--- src/rtl/csa_accum.sv ---
// Streaming carry-save accumulator: two chained 3:2 stages per beat keep a
// redundant (S, C) pair; one registered carry-propagate add resolves the group.
module csa_accum #(
  parameter int unsigned N      = 32,
  parameter int unsigned G      = 8,
  parameter int unsigned SIGNED = 0,
  parameter int unsigned CW     = 8
) (
  input  logic            clk,
  input  logic            reset_n,
  input  logic            abort,
  input  logic            in_valid,
  output logic            in_ready,
  input  logic [N-1:0]    in_a,
  input  logic [N-1:0]    in_b,
  input  logic            in_cin,
  input  logic            in_first,
  input  logic            in_last,
  output logic            out_valid,
  input  logic            out_ready,
  output logic [N+G-1:0]  out_sum,
  output logic [CW-1:0]   out_beats
);

  localparam int unsigned W   = N + G;
  localparam logic        SGN = (SIGNED != 0);

  typedef enum logic [1:0] {ST_ACC, ST_CPA, ST_OUT} state_e;

  state_e         state_q, state_d;
  logic [W-1:0]   s_q, s_d, c_q, c_d, sum_q, sum_d;
  logic [CW-1:0]  cnt_q, cnt_d, beats_q, beats_d;
  logic           rdy_q, rdy_d, vld_q, vld_d;

  logic [W-1:0]   ext_a, ext_b, sb, cb, s1, c1;
  logic [W-2:0]   m1, m2;
  logic [CW-1:0]  cntb;
  logic           accept;

  // Abort blocks acceptance in the cycle it is asserted.
  assign in_ready  = rdy_q & ~abort;
  assign accept    = in_valid & in_ready;
  assign out_valid = vld_q;
  assign out_sum   = sum_q;
  assign out_beats = beats_q;

  // 4:2 compression of the base pair with both operands and the carry-in.
  always_comb begin
    ext_a = {{G{SGN & in_a[N-1]}}, in_a};
    ext_b = {{G{SGN & in_b[N-1]}}, in_b};
    sb    = in_first ? '0 : s_q;
    cb    = in_first ? '0 : c_q;
    cntb  = in_first ? '0 : cnt_q;
    s1    = sb ^ cb ^ ext_a;
    m1    = (sb[W-2:0] & cb[W-2:0]) | (sb[W-2:0] & ext_a[W-2:0]) |
            (cb[W-2:0] & ext_a[W-2:0]);
    c1    = {m1, in_cin};
    m2    = (s1[W-2:0] & c1[W-2:0]) | (s1[W-2:0] & ext_b[W-2:0]) |
            (c1[W-2:0] & ext_b[W-2:0]);
  end

  always_comb begin
    state_d = state_q;
    s_d     = s_q;
    c_d     = c_q;
    cnt_d   = cnt_q;
    sum_d   = sum_q;
    beats_d = beats_q;
    if (abort) begin
      state_d = ST_ACC;
      s_d     = '0;
      c_d     = '0;
      cnt_d   = '0;
    end else begin
      unique case (state_q)
        ST_ACC: begin
          if (accept) begin
            s_d   = s1 ^ c1 ^ ext_b;
            c_d   = {m2, 1'b0};
            cnt_d = (cntb == '1) ? cntb : cntb + CW'(1);
            if (in_last) state_d = ST_CPA;
          end
        end
        ST_CPA: begin
          sum_d   = s_q + c_q;
          beats_d = cnt_q;
          state_d = ST_OUT;
        end
        ST_OUT: begin
          if (out_ready) begin
            state_d = ST_ACC;
            s_d     = '0;
            c_d     = '0;
            cnt_d   = '0;
          end
        end
        default: state_d = ST_ACC;
      endcase
    end
    rdy_d = (state_d == ST_ACC);
    vld_d = (state_d == ST_OUT);
  end

  always_ff @(posedge clk or negedge reset_n) begin
    if (!reset_n) begin
      state_q <= ST_ACC;
      s_q     <= '0;
      c_q     <= '0;
      cnt_q   <= '0;
      sum_q   <= '0;
      beats_q <= '0;
      rdy_q   <= 1'b1;
      vld_q   <= 1'b0;
    end else begin
      state_q <= state_d;
      s_q     <= s_d;
      c_q     <= c_d;
      cnt_q   <= cnt_d;
      sum_q   <= sum_d;
      beats_q <= beats_d;
      rdy_q   <= rdy_d;
      vld_q   <= vld_d;
    end
  end

endmodule

--- config.mk ---
export PLATFORM = sky130hd
export DESIGN_NAME = csa_accum
export DESIGN_NICKNAME = d
export VERILOG_FILES = /design/src/rtl/csa_accum.sv
export SDC_FILE = /design/constraint.sdc
export NUM_CORES = 1
export LEC_CHECK = 0
export CORE_ASPECT_RATIO = 0.9
export CORE_MARGIN = 2
export CORE_UTILIZATION = 39
export CTS_BUF_LIST = sky130_fd_sc_hd__clkbuf_8
export DETAILED_ROUTE_END_ITERATION = 10
export GPL_TIMING_DRIVEN = 0
export SKIP_CTS_REPAIR_TIMING = 1
export SLEW_MARGIN = 40
export SYNTH_ARGS = -nofsm -noshare
export SYNTH_HDL_FRONTEND = slang
export SYNTH_SLANG_ARGS = --single-unit
--- constraint.sdc ---
create_clock -name clk -period 2.2 [get_ports clk]
set_input_delay 0.22 -clock clk [delete_from_list [all_inputs] [get_ports clk]]
set_output_delay 0.22 -clock clk [all_outputs]
set_load 0.1 [all_outputs]
# After elaboration in Yosys (flattened, before gate mapping)
# Index checks and enable logic that the tools add are counted.
# W data, S select, Z words.
[totals] reg_bits=140 latch_bits=0 ramBits=0 rom_bits=0 out_inout_bits=50 elab_cells=58 mem_count=0
[op_classes] add_sub_neg=2 mul=0 div=0 n_lt_le_gt_ge=0 eq_ne=6 shift=0 n_mux=20 bitwise_logic=17 reduce_logical=5
[op_table] op="$mux W40" n=7
[op_table] op="$pmux W40 S2" n=2
[op_table] op="$and A39 B32 Y39" n=4
[op_table] op="$or A39 B39 Y39" n=4
[op_table] op="$xor A40 B32 Y40" n=2
[op_table] op="$xor A40 B40 Y40" n=2
[op_table] op="$and A39 B39 Y39" n=2
[op_table] op="$add A40 B40 Y40" n=1
[op_table] op="$mux W8" n=5
[op_table] op="$pmux W8 S2" n=1
[op_table] op="$add A8 B1 Y8 const B" n=1
[op_table] op="$eq A8 B8 Y1 const B" n=1
[op_table] op="$mux W2" n=4
[op_table] op="$ne A3 B3 Y1 const B" n=2
[op_table] op="$pmux W2 S3" n=1
[op_table] op="$eq A2 B2 Y1 const B" n=2
[op_table] op="$logic_not A2 Y1" n=2
[op_table] op="$reduce_and A3 Y1" n=1
[op_table] op="$reduce_bool A3 Y1" n=1
[op_table] op="$and A1 B1 Y1" n=2
[op_table] op="$eq A2 B1 Y1 const B" n=1
[op_table] op="$reduce_and A2 Y1" n=1
[op_table] op="$not A1 Y1" n=1

# Logic depth before layout (Yosys ltp)
[logic_depth] ltp_word=10 ltp_mapped=12

# Worst setup path before layout
# Ideal clock, no wire load.
[synth_timing] kind="register to register" startpoint="reg rdy_q" endpoint="reg c_q[14]" setup_ps=121 arrival_time_ps=3015 required_time_ps=2079 setup_slack_ps=-936 path_stages_with_launch=7 path_cell_list="dfstp_2 > nor2b_1 > and3_1 > clkbuf_1 > a211oi_2 > clkbuf_1 > a22o_1"
[synth_between] elab_chain_len=4
[synth_rtl] element="start: declaration" line_no="33" source="logic rdy_q, rdy_d, vld_q, vld_d;"
[synth_rtl] element="start signal: assignment" line_no="121" source="rdy_q <= rdy_d;"
[synth_rtl] element="$and A1 B1 Y1" line_no="41" source="assign in_ready = rdy_q & ~abort;"
[synth_rtl] element="net in_ready" line_no="13" source="output logic in_ready,"
[synth_rtl] element="$and A1 B1 Y1" line_no="42" source="assign accept = in_valid & in_ready;"
[synth_rtl] element="$ne A3 B3 Y1 (no source line)"
[synth_rtl] element="$reduce_and A3 Y1 (no source line)"
[synth_rtl] element="end signal: assignment" line_no="108" source="c_q <= '0;"
[synth_rtl] element="end signal: assignment" line_no="117" source="c_q <= c_d;"
[synth_rtl] element="end: declaration" line_no="31" source="logic [W-1:0] s_q, s_d, c_q, c_d, sum_q, sum_d;"
# The timed path passes the listed nets, and every way through them passes these cells.
# A chain may end at the register's enable or synchronous reset.

# Worst setup path in the final report
[layout_timing] startpoint="reg s_q[1]" endpoint="reg sum_q[39], in the netlist out_sum[39]"
[layout_between] elab_chain_len=1
[layout_rtl] element="start: declaration" line_no="31"
[layout_rtl] element="start signal: assignment" line_no="107" source="s_q <= '0;"
[layout_rtl] element="start signal: assignment" line_no="116" source="s_q <= s_d;"
[layout_rtl] element="$add A40 B40 Y40" line_no="85" source="sum_d = s_q + c_q;"
[layout_rtl] element="end signal: assignment" line_no="119" source="sum_q <= sum_d;"
[layout_rtl] element="end: declaration" line_no="31"
# No other way between the ends.

==> metrics.txt <==
initial antenna violation count=0; Hold Vio Cnt, Final=0; design area=12200 um^2; clk_skew=0.0130 ns; period utilization=116%; DRT antenna net count=0; Yosys top cell by area=dfrtp_1; Power Density=809 nW/um^2; layout cells sized above 1=25.0%; GPL Wtd Cong=0.857; worst IR drop on VDD=678 uV; Ys Warns=0; Vias/cell=5.38; worst min path class=input port to flop; Syn Inst Count=879; WP data arrival=2.95 ns; top cell type's share of synthesized area=37.1%; Post-synth EDFFs=0; Setup crit end kind=flop; Layout Utilization=52.0%; Initial Util=39.7%; number of global-route vias before repair=7284; largest net degree at the start of global routing=72; Worst-Margin Slew=0.835 ns; commonest non-fill, non-tap cells in the layout=dfrtp_1, nor2b_1, nand2_1, a22o_1, clkdlybuf4s50_1; outcome=complete, but fails checks; Worst Path Class, Setup=flop to flop; largest cells by area after synthesis=dfrtp_1, fa_1, ha_1; GR Overflow Total=0; router iterations before antenna repair=4; Placement Cell Area=10800 um^2; Detail Placement HPWL=18.8 mm; nets@finish=1247; RSZ-0062 raised after global routing=true; Mapped Area=9300 um^2; Synthesized Nets=1069; worst path bufs/invs=1; core area=23400 um^2; asr flop ratio synth=100%; Routed WL=26.3 mm; IO Pins=122; Worst-path clk slew=0.08 ns; Max Freq=391 MHz; diode count=0; H-tree Lvls=4; wl on met1=12.7 mm; Tmin final=2.56 ns; Startpoint Class=flop; max layer used=met4; most prevalent standard cell on the critical path=o2111ai_4; Avg Inst Size Synth=10.6 um^2; top_reg_cell synth=dfrtp_1; fin worst setup slack=-0.359 ns; routed vias=7381; area delta synth->final=30.8%; GRT Resource Usage Total=21.4%; DR WL met3=1.09 mm; crit-path cells=ha_4, inv_2, fa_2, nor2b_4, o2111ai_4, a21oi_4, o21ba_4, o2111ai_4, nand2_4, o21ai_4, and3_4, o31ai_4; P_leak=5.65 nW; CTS tree=done; first-pass GRT wire length=41.3 mm; violated checks=negative setup slack; Worst-Skew Late Latency=0.48 ns; most common cell after layout, fill and taps aside=dfrtp_1; Worst Path Max Fanout=4; Die Area=25100 um^2; Power Total=0.00984 W; critical path required time=2.60 ns; #FFs+latches synth=139; Largest delay share family, worst path=compound AO/OA/AOI/OAI gates; CTS sink count=139; WL/cell=19.2 um; Final Slew Violations=0; Rows=53; met2 wire length=12.2 mm; sequential share of the synthesized area=37.4%; port bufs=121; clk root buf=clkbuf_8; initial drt markers=424; Worst path slowest cell=dfrtp_1; chip height=150 um; DRC=0; Finish-stage setup viols=25; max cap viols=0; CTS Buffer Depth=2; Worst slew margin=44.4%; width of the die=167 um; Cell variety after synth=65; slowest stage delay, CP=0.42 ns; Num CTS Buffers=17
[cell usage after synthesis (all sizes together), types with 4 or more instances]
library cell	number
nand2b	9
inv	22
dfrtp	138
o31ai	4
mux2	10
o21a	4
a22o	73
nand3	9
ha	54
nor2b	79
a21oi	48
xnor2	15
nor3	6
clkbuf	37
nand2	78
nor2	31
a21o	28
o21ai	74
and3	6
a211oi	8
o21bai	5
xor2	22
buf	10
fa	64
a31oi	4
nand4	10
[layout make-up]
| class | instances | area (um^2) |
|---|---|---|
| Sequential cell | 139 | 3480 |
| Clock inverter | 10 | 184 |
| Tap cell | 302 | 378 |
| Multi-Input combinational cell | 670 | 6140 |
| Inverter | 22 | 82.6 |
| Fill cell | 2146 | 11200 |
| Buffer | 42 | 241 |
| Clock buffer | 22 | 303 |
| Timing Repair Buffer | 165 | 1360 |
[worst paths after layout]
| check | cells past startpoint | to | start | slack, ns |
|---|---|---|---|---|
| min in group asynchronous | 3 | out_valid | reset_n | 0.31 |
| min | 3 | cnt_q[0] | in_first | 0.28 |
| max in group asynchronous | 4 | s_q[18] | reset_n | 1.17 |
| max | 12 | out_sum[39] | s_q[1] | -0.36 |
| max reg2reg | 12 | out_sum[39] | s_q[1] | -0.36 |
| min reg2reg | 2 | out_sum[9] | out_sum[9] | 0.48 |
[sequential cells by signal (all words and copies together), names as in the netlist]
signal / cells
c_q: 39
out_beats: 8
cnt_q: 8
rdy_q: 1
s_q: 40
out_valid: 1
state_q: 2
out_sum: 40
[layer usage]
layer,GRT usage (%),vias up
met5,0,-
met4,4.78,0
met3,4.31,25
met2,32.7,167
met1,31.6,3719
li1,-,3470
[per-stage QoR]
stage / cells / setup TNS (ns) / setup WS, ns / hold WS (ns)
finish: 1372 / -5.53 / -0.359 / 0.282
CTS: 1336 / -58.48 / -0.800 / -0.287
global route: 1372 / -8.56 / -0.480 / 0.319
detailed placement: 1304 / -111.06 / -1.31 / 0.241
floorplan: 879 / -0.261 / -0.0762 / -0.0756
global placement: 1302 / -806.50 / -5.03 / 0.464
[report_power, final]
part	total [W]	leakage, nW	switching (W)	internal (W)
combinational	0.00402	3.54	0.00287	0.00115
sequential	0.00322	1.86	0.000304	0.00292
clock	0.00259	0.247	0.00109	0.00150
[worst reg2reg max path, delay by kind of cell, from the launching register on]
kind	cells	cell delay [ns]
simple gates	3	0.51
compound gates	6	0.94
flops	1	0.42
fa+ha+maj	2	0.56
buf+inv	1	0.04
[cells by family after synthesis]
| logic type | after synthesis | synth area share (%) |
|---|---|---|
| flops | 139 | 37.4 |
| mux | 10 | 1.21 |
| fa+ha+maj | 118 | 21.0 |
| xor+xnor | 37 | 3.49 |
| buf+inv | 70 | 3.32 |
| compound gates | 265 | 20.2 |
| simple gates | 240 | 13.3 |
Note: power is estimated with default switching activity, not from simulation.
